## config.mk

```make
export PLATFORM = sky130hd
export DESIGN_NAME = lii_rx_unpacker
export DESIGN_NICKNAME = d
export VERILOG_FILES = /design/src/rtl/lii_rx_unpacker.sv
export SDC_FILE = /design/constraint.sdc
export NUM_CORES = 1
export LEC_CHECK = 0
export ABC_AREA = 1
export CORE_MARGIN = 4
export CORE_UTILIZATION = 60
export DETAILED_ROUTE_END_ITERATION = 16
export PLACE_DENSITY = 0.83
export SLEW_MARGIN = 10
export SYNTH_ARGS = -nofsm -noshare
export SYNTH_HDL_FRONTEND = slang
export SYNTH_SLANG_ARGS = --single-unit
```

## constraint.sdc

```tcl
create_clock -name aclk -period 10 [get_ports aclk]
set_input_delay 2 -clock aclk [delete_from_list [all_inputs] [get_ports aclk]]
set_output_delay 2 -clock aclk [all_outputs]
set_load 0.02 [all_outputs]
```

## src/rtl/lii_rx_unpacker.sv

```systemverilog
// Receive-side LII wrapper: filters phy words by destination, buffers them in a
// small word FIFO and unpacks each word into PW/DW kernel beats, LSB lane first.
module lii_rx_unpacker #(
  parameter int          PW       = 64,
  parameter int          DW       = 16,
  parameter logic [7:0]  LOCAL_ID = 8'h00,
  parameter int          DEPTH    = 4
) (
  input  logic          aclk,
  input  logic          arstn,
  input  logic [PW-1:0] lii_in_p0_tdata,
  input  logic          lii_in_p0_tvalid,
  output logic          lii_in_p0_tready,
  input  logic [7:0]    lii_in_p0_src,
  input  logic [7:0]    lii_in_p0_dst,
  output logic [DW-1:0] img_stream_tdata,
  output logic          img_stream_tvalid,
  input  logic          img_stream_tready,
  output logic          ce,
  output logic [15:0]   drop_cnt
);

  localparam int LANES = PW / DW;
  localparam int LW    = (LANES > 1) ? $clog2(LANES) : 1;
  localparam int AW    = $clog2(DEPTH);
  localparam int CW    = $clog2(DEPTH + 1);
  localparam logic [LW-1:0] LAST_LANE = LW'(LANES - 1);
  localparam logic [CW-1:0] DEPTH_C   = CW'(DEPTH);

  logic          rdy_en_reg;
  logic [AW-1:0] wr_ptr_reg, wr_ptr_next;
  logic [AW-1:0] rd_ptr_reg, rd_ptr_next;
  logic [CW-1:0] count_reg, count_next;
  logic [LW-1:0] lane_reg, lane_next;
  logic [15:0]   drop_cnt_reg, drop_cnt_next;

  logic [PW-1:0] mem [DEPTH];
  logic [PW-1:0] head_word;
  logic [DW-1:0] lanes [LANES];

  logic full, empty, in_hs, push, drop, out_hs, last_lane, pop;

  // Source ID is sideband only; it takes no part in filtering.
  logic unused_src;
  assign unused_src = ^lii_in_p0_src;

  assign full              = (count_reg == DEPTH_C);
  assign empty             = (count_reg == '0);
  assign lii_in_p0_tready  = rdy_en_reg && !full;
  assign in_hs             = lii_in_p0_tvalid && lii_in_p0_tready;
  assign push              = in_hs && (lii_in_p0_dst == LOCAL_ID);
  assign drop              = in_hs && (lii_in_p0_dst != LOCAL_ID);

  assign img_stream_tvalid = !empty;
  assign ce                = img_stream_tvalid;
  assign out_hs            = img_stream_tvalid && img_stream_tready;
  assign last_lane         = (lane_reg == LAST_LANE);
  assign pop               = out_hs && last_lane;
  assign drop_cnt          = drop_cnt_reg;

  assign head_word = mem[rd_ptr_reg];

  genvar gi;
  generate
    for (gi = 0; gi < LANES; gi++) begin : g_lane
      assign lanes[gi] = head_word[gi*DW +: DW];
    end
  endgenerate

  assign img_stream_tdata = lanes[lane_reg];

  always_comb begin
    wr_ptr_next   = wr_ptr_reg;
    rd_ptr_next   = rd_ptr_reg;
    count_next    = count_reg;
    lane_next     = lane_reg;
    drop_cnt_next = drop_cnt_reg;

    if (push) wr_ptr_next = wr_ptr_reg + AW'(1);
    if (pop)  rd_ptr_next = rd_ptr_reg + AW'(1);

    if (out_hs) lane_next = last_lane ? '0 : lane_reg + LW'(1);

    // Simultaneous push and pop leaves occupancy unchanged.
    case ({push, pop})
      2'b10:   count_next = count_reg + CW'(1);
      2'b01:   count_next = count_reg - CW'(1);
      default: count_next = count_reg;
    endcase

    if (drop && (drop_cnt_reg != 16'hFFFF)) drop_cnt_next = drop_cnt_reg + 16'd1;
  end

  always_ff @(posedge aclk or negedge arstn) begin
    if (!arstn) begin
      rdy_en_reg   <= 1'b0;
      wr_ptr_reg   <= '0;
      rd_ptr_reg   <= '0;
      count_reg    <= '0;
      lane_reg     <= '0;
      drop_cnt_reg <= '0;
    end else begin
      rdy_en_reg   <= 1'b1;
      wr_ptr_reg   <= wr_ptr_next;
      rd_ptr_reg   <= rd_ptr_next;
      count_reg    <= count_next;
      lane_reg     <= lane_next;
      drop_cnt_reg <= drop_cnt_next;
    end
  end

  // Word storage carries no reset; occupancy alone decides what is valid.
  always_ff @(posedge aclk) begin
    if (push) mem[wr_ptr_reg] <= lii_in_p0_tdata;
  end

endmodule
```

* Word-level counts from Yosys, hierarchy flattened
Memory sizes are Yosys's and may differ from the RTL's.
Index checks and enable logic that the tools add are counted.
** Word-level totals
- Input port bits :: 84
- Memory bits (writable) :: 256
- Register bits after elaboration :: 26
- Word-level logic and storage cells :: 40
- Output and inout port bits :: 35
- Memories kept :: 1
** Memory list
- mem :: words 4, bits a word 64, rd ports 1, clocked after memory_dff 0, wr ports 1, RTL line 37 : logic [PW-1:0] mem [DEPTH];
** Operators by class
- Mux-type cells :: 7
- Equal/unequal tests :: 5
- Reductions and logical operators :: 13
- Order comparisons :: 1
- Add/subtract/negate cells :: 6
- Bitwise operators :: 1
** Operators by type and width (number)
- binary-select mux 16 bit (select 2 bit) :: 1
- two-way mux 16 bit :: 2
- adder 16 x 1 -> 16 bit (second input constant) :: 1
- inequality test 16 bit (second input constant) :: 1
- logical NOT 8 bit :: 1
- nonzero test 8 bit :: 1
- logical AND 1 bit :: 7
- adder 2 x 1 -> 2 bit (second input constant) :: 3
- case mux 3 bit (2 select lines) :: 1
- == test 2 bit (second input constant) :: 2
- adder 3 x 1 -> 3 bit (second input constant) :: 1
- == test 3 bit (second input constant) :: 1
- >= comparator 3 bit (second input constant) :: 1
- logical NOT 3 bit :: 1
- NOT 2 -> 3 bit :: 1
- subtractor 3 x 1 -> 3 bit (second input constant) :: 1
- == test 2 x 1 -> 1 bit (second input constant) :: 1
- logical NOT 1 bit :: 2
- two-way mux 1 bit :: 2
- two-way mux 2 bit :: 1
- nonzero test 2 bit :: 1

* Longest topological paths before layout
- Word-level depth :: 7
- Gate-level depth with buffers :: 11
- Depth with buffers taken out :: 11

* Least setup slack after synthesis
OpenSTA, ideal clock, no wires.
- Kind :: input-to-reg
- Start :: input lii_in_p0_dst[7]
- End :: memory mem[0][0] (enable)
- Path buffers :: 0
- Arrival :: 5220 ps
- Path slack :: 4294 ps
- Stages on the path :: 5
- Required time :: 9513 ps
- Cell sequence :: nor2_1 -> nand2_1 -> nor2_1 -> nand2_1 -> nor2_1
** Between the ends
- Word-level cells in the longest chain between the ends :: 4
** Ends and longest elaborated chain
- start, declared :: RTL line 15 : input logic [7:0] lii_in_p0_dst,
- logical NOT 8 bit :: RTL line 51 : assign push = in_hs && (lii_in_p0_dst == LOCAL_ID);
- logical AND 1 bit :: RTL line 51
- two-way mux 1 bit :: RTL line 114 : if (push) mem[wr_ptr_reg] <= lii_in_p0_tdata;
- two-way mux 1 bit (not written as such) :: RTL line 114
- end, declared :: RTL line 37
No other way between the ends.

* Worst setup path after layout
- Start :: register rd_ptr_reg[0]
- End :: output img_stream_tdata[8]
** Between the ends
- Word-level cells in the longest chain between the ends :: 4
** Ends and longest elaborated chain
- start, declared :: RTL line 32 : logic [AW-1:0] rd_ptr_reg, rd_ptr_next;
- start signal, assigned :: RTL line 105 : rd_ptr_reg <= rd_ptr_next;
- memory read (4 x 64 bit)
- binary-select mux 16 bit (select 2 bit) :: RTL line 70 : assign img_stream_tdata = lanes[lane_reg];
- two-way mux 16 bit (not written as such) (2 in series) :: RTL line 70
- end, declared :: RTL line 16 : output logic [DW-1:0] img_stream_tdata,
No other way between the ends. The select of a mux whose other input is x is not followed.

==> metrics.txt <==
status=finished, final reports clean; I/O Buffers=110; Placer Congestion=0.7986; Slew Viols, Final=0; syn_nets=1129; DRC Markers=0; count of mapped cells out of synthesis=1037; Layout area overhead=18.57%; Max-Cap Viols=0; Max Freq=167.3 MHz; Worst-path clk slew=0.06 ns; Distinct cells, synth=29; First DRT Iteration DRCs=757; Hold WS=0.5066 ns; Seq/Total Area, Yosys=0.7051; Worst IR Drop VDD=0.2228 mV; met3 track demand over resource=0.03626; Primary FF master, synth=edfxtp_1; critical path type=reg2out; Slew Limit Headroom=0.3237; total number of vias=8020; worst hold path stage count=1; Synth Cell Area=11830 um^2; Hold EP=count_reg[0]; CTS root buffer=clkbuf_16; most common cell after layout, fill and taps aside=edfxtp_1; vias in the first global route=7913; H-tree depth=1; crit end category=primary output; largest net degree at the start of global routing=94; Worst R2R Setup Slack=7.02 ns; slowest stage delay, CP=0.95 ns; Layout Nets=1225; chip height=148.4 um; total global-route track usage=0.2393; std cell rows=51; Seq cells post-synth=282; cell chain of the critical path=clkinv_2 > buf_4 > o21ai_0 > nand3_1 > nand3_1 > nand2_1 > clkdlybuf4s50_1; post-DP HPWL=15030 um; hold wc startpoint=count_reg[0]; CP arrival=3.98 ns; busiest grt layer=met2; leakage=5.144 nW; Final period util=0.5977; Clock Sinks=282; I/O pin count=119; Post-synth EDFFs=256; cell mode on critical path=nand3_1; most frequent cells in the layout=256 x edfxtp_1, 201 x nand2_1, 166 x nor2_1; DRT Pass-1 Iters=5; Die ar.=22020 um^2; core outline area=19400 um^2; CTS max path bufs=3; initial antenna violation count=2; CP required=8.00 ns; post-CTS setup buffer count=0; routing usage on met2=0.4085; Setup WS pre-CTS=4.623 ns; minimum clock period=5.977 ns; final setup fails=0; RSZ-0062 raised after global routing=false; Power per Cell Area=260.7 nW/um^2; worst slew pin tran=1.012 ns; vias per inst=5.640; post-route setup slack=4.023 ns; Mean Syn Cell Area=11.40 um^2; max reg flops=256; met1 Track Usage GR=0.3188; setup TNS=0 ns; DIE WIDTH=148.4 um; crit path max-delay cell type=dfrtp_4; Skew-Pair Late Insertion Delay=0.54 ns; share of layout cells above drive strength 1=0.06061; reg2reg start=count_reg[0]; reg-to-reg endpoint=mem[2][35]; type of the most critical hold path=reg2reg; Overflow after GRT=0; cts hold-fix bufs=0; first-pass GRT wire length=41350 um; Num CTS Buffers=28; worst reg2reg path depth=7; post-CTS sizing=0; CTS tree=done; startpoint class of the critical path=register; YS warnings=0; starting density of the core=0.6096; drt total wl=26390 um; Synth async-reset ratio=0.09220; Crit Path Max Fanout=79; drt wl/cell=18.56 um; Final ANT Viol Nets=0; final hold vios=0; Worst Clk Skew=0.01745 ns
[per-stage QoR]
step                utilization  std cells  instance area [um^2]  power (W)
finish                   0.7228       1422                 14020   0.003655
global route             0.7228       1422                 14020   0.003847
CTS                      0.7225       1420                 14020   0.003665
floorplan                     -       1037                 11830   0.002195
detailed placement       0.6749       1368                 13090   0.002623
global placement         0.6749       1368                 13090   0.002589
[worst max-delay path by stage]
stage	startpoint	to	slack, ns	depth (start not counted)
finish	rd_ptr_reg[0]	img_stream_tdata[8]	4.02	7
global route	rd_ptr_reg[0]	img_stream_tdata[8]	3.78	9
detailed placement	rd_ptr_reg[0]	img_stream_tdata[8]	4.62	7
CTS	rd_ptr_reg[0]	img_stream_tdata[8]	4.03	7
global placement	rd_ptr_reg[0]	img_stream_tdata[8]	4.66	7
floorplan	lii_in_p0_dst[7]	mem[0][0]	4.29	5
[area by class of cell]
type,count,area [um^2]
clock inverter,16,152.6
sequential,282,8342
antenna,2,5.005
inverter,66,249.0
fill,1289,5378
multi-input combinational,634,2985
tap,265,331.6
timing repair buffer,121,1184
clock buffer,36,772.0
[synthesized netlist by cell type, drive strengths merged (3+ instances only)]
cell | count | area, um^2
a21oi | 8 | 40.04
buf | 40 | 227.7
clkbuf | 15 | 56.30
clkinv | 3 | 11.26
dfrtp | 26 | 650.6
edfxtp | 256 | 7687
ha | 7 | 87.58
inv | 63 | 236.5
nand2 | 203 | 772.0
nand3 | 105 | 525.5
nor2 | 175 | 679.4
o211ai | 37 | 277.8
o21ai | 81 | 416.7
xnor2 | 4 | 35.03
xor2 | 8 | 70.07
[logic make-up after synthesis]
family,count (synthesis),share of synthesized area
AO/OA/AOI/OAI,126,0.06211
XOR/XNOR,12,0.008888
adder cells (fa/ha/maj),8,0.009099
flip-flops,282,0.7051
AND/OR/NAND/NOR,487,0.1695
other,1,0.0003171
buffers and inverters,121,0.04497
[critical path, delay by kind of cell (launching register included)]
family                 cells  cell delay [ns]
AO/OA/AOI/OAI              1             0.26
AND/OR/NAND/NOR            3             0.49
flip-flops                 1             0.95
buffers and inverters      3             1.69
[per-layer routing]
metal	part of all wire	vias to the layer above
li1	-	3762
met1	0.39	3874
met2	0.51	326
met4	0.024	0
met3	0.072	58
met5	0	-
[where the power goes]
| part | switching (W) | internal, W | total, W |
|---|---|---|---|
| registers | 0.0000854 | 0.00131 | 0.00140 |
| clock network | 0.000419 | 0.000620 | 0.00104 |
| logic | 0.000785 | 0.000436 | 0.00122 |
| total | 0.00129 | 0.00237 | 0.00366 |
No activity file was read; power rests on OpenSTA's default activity.
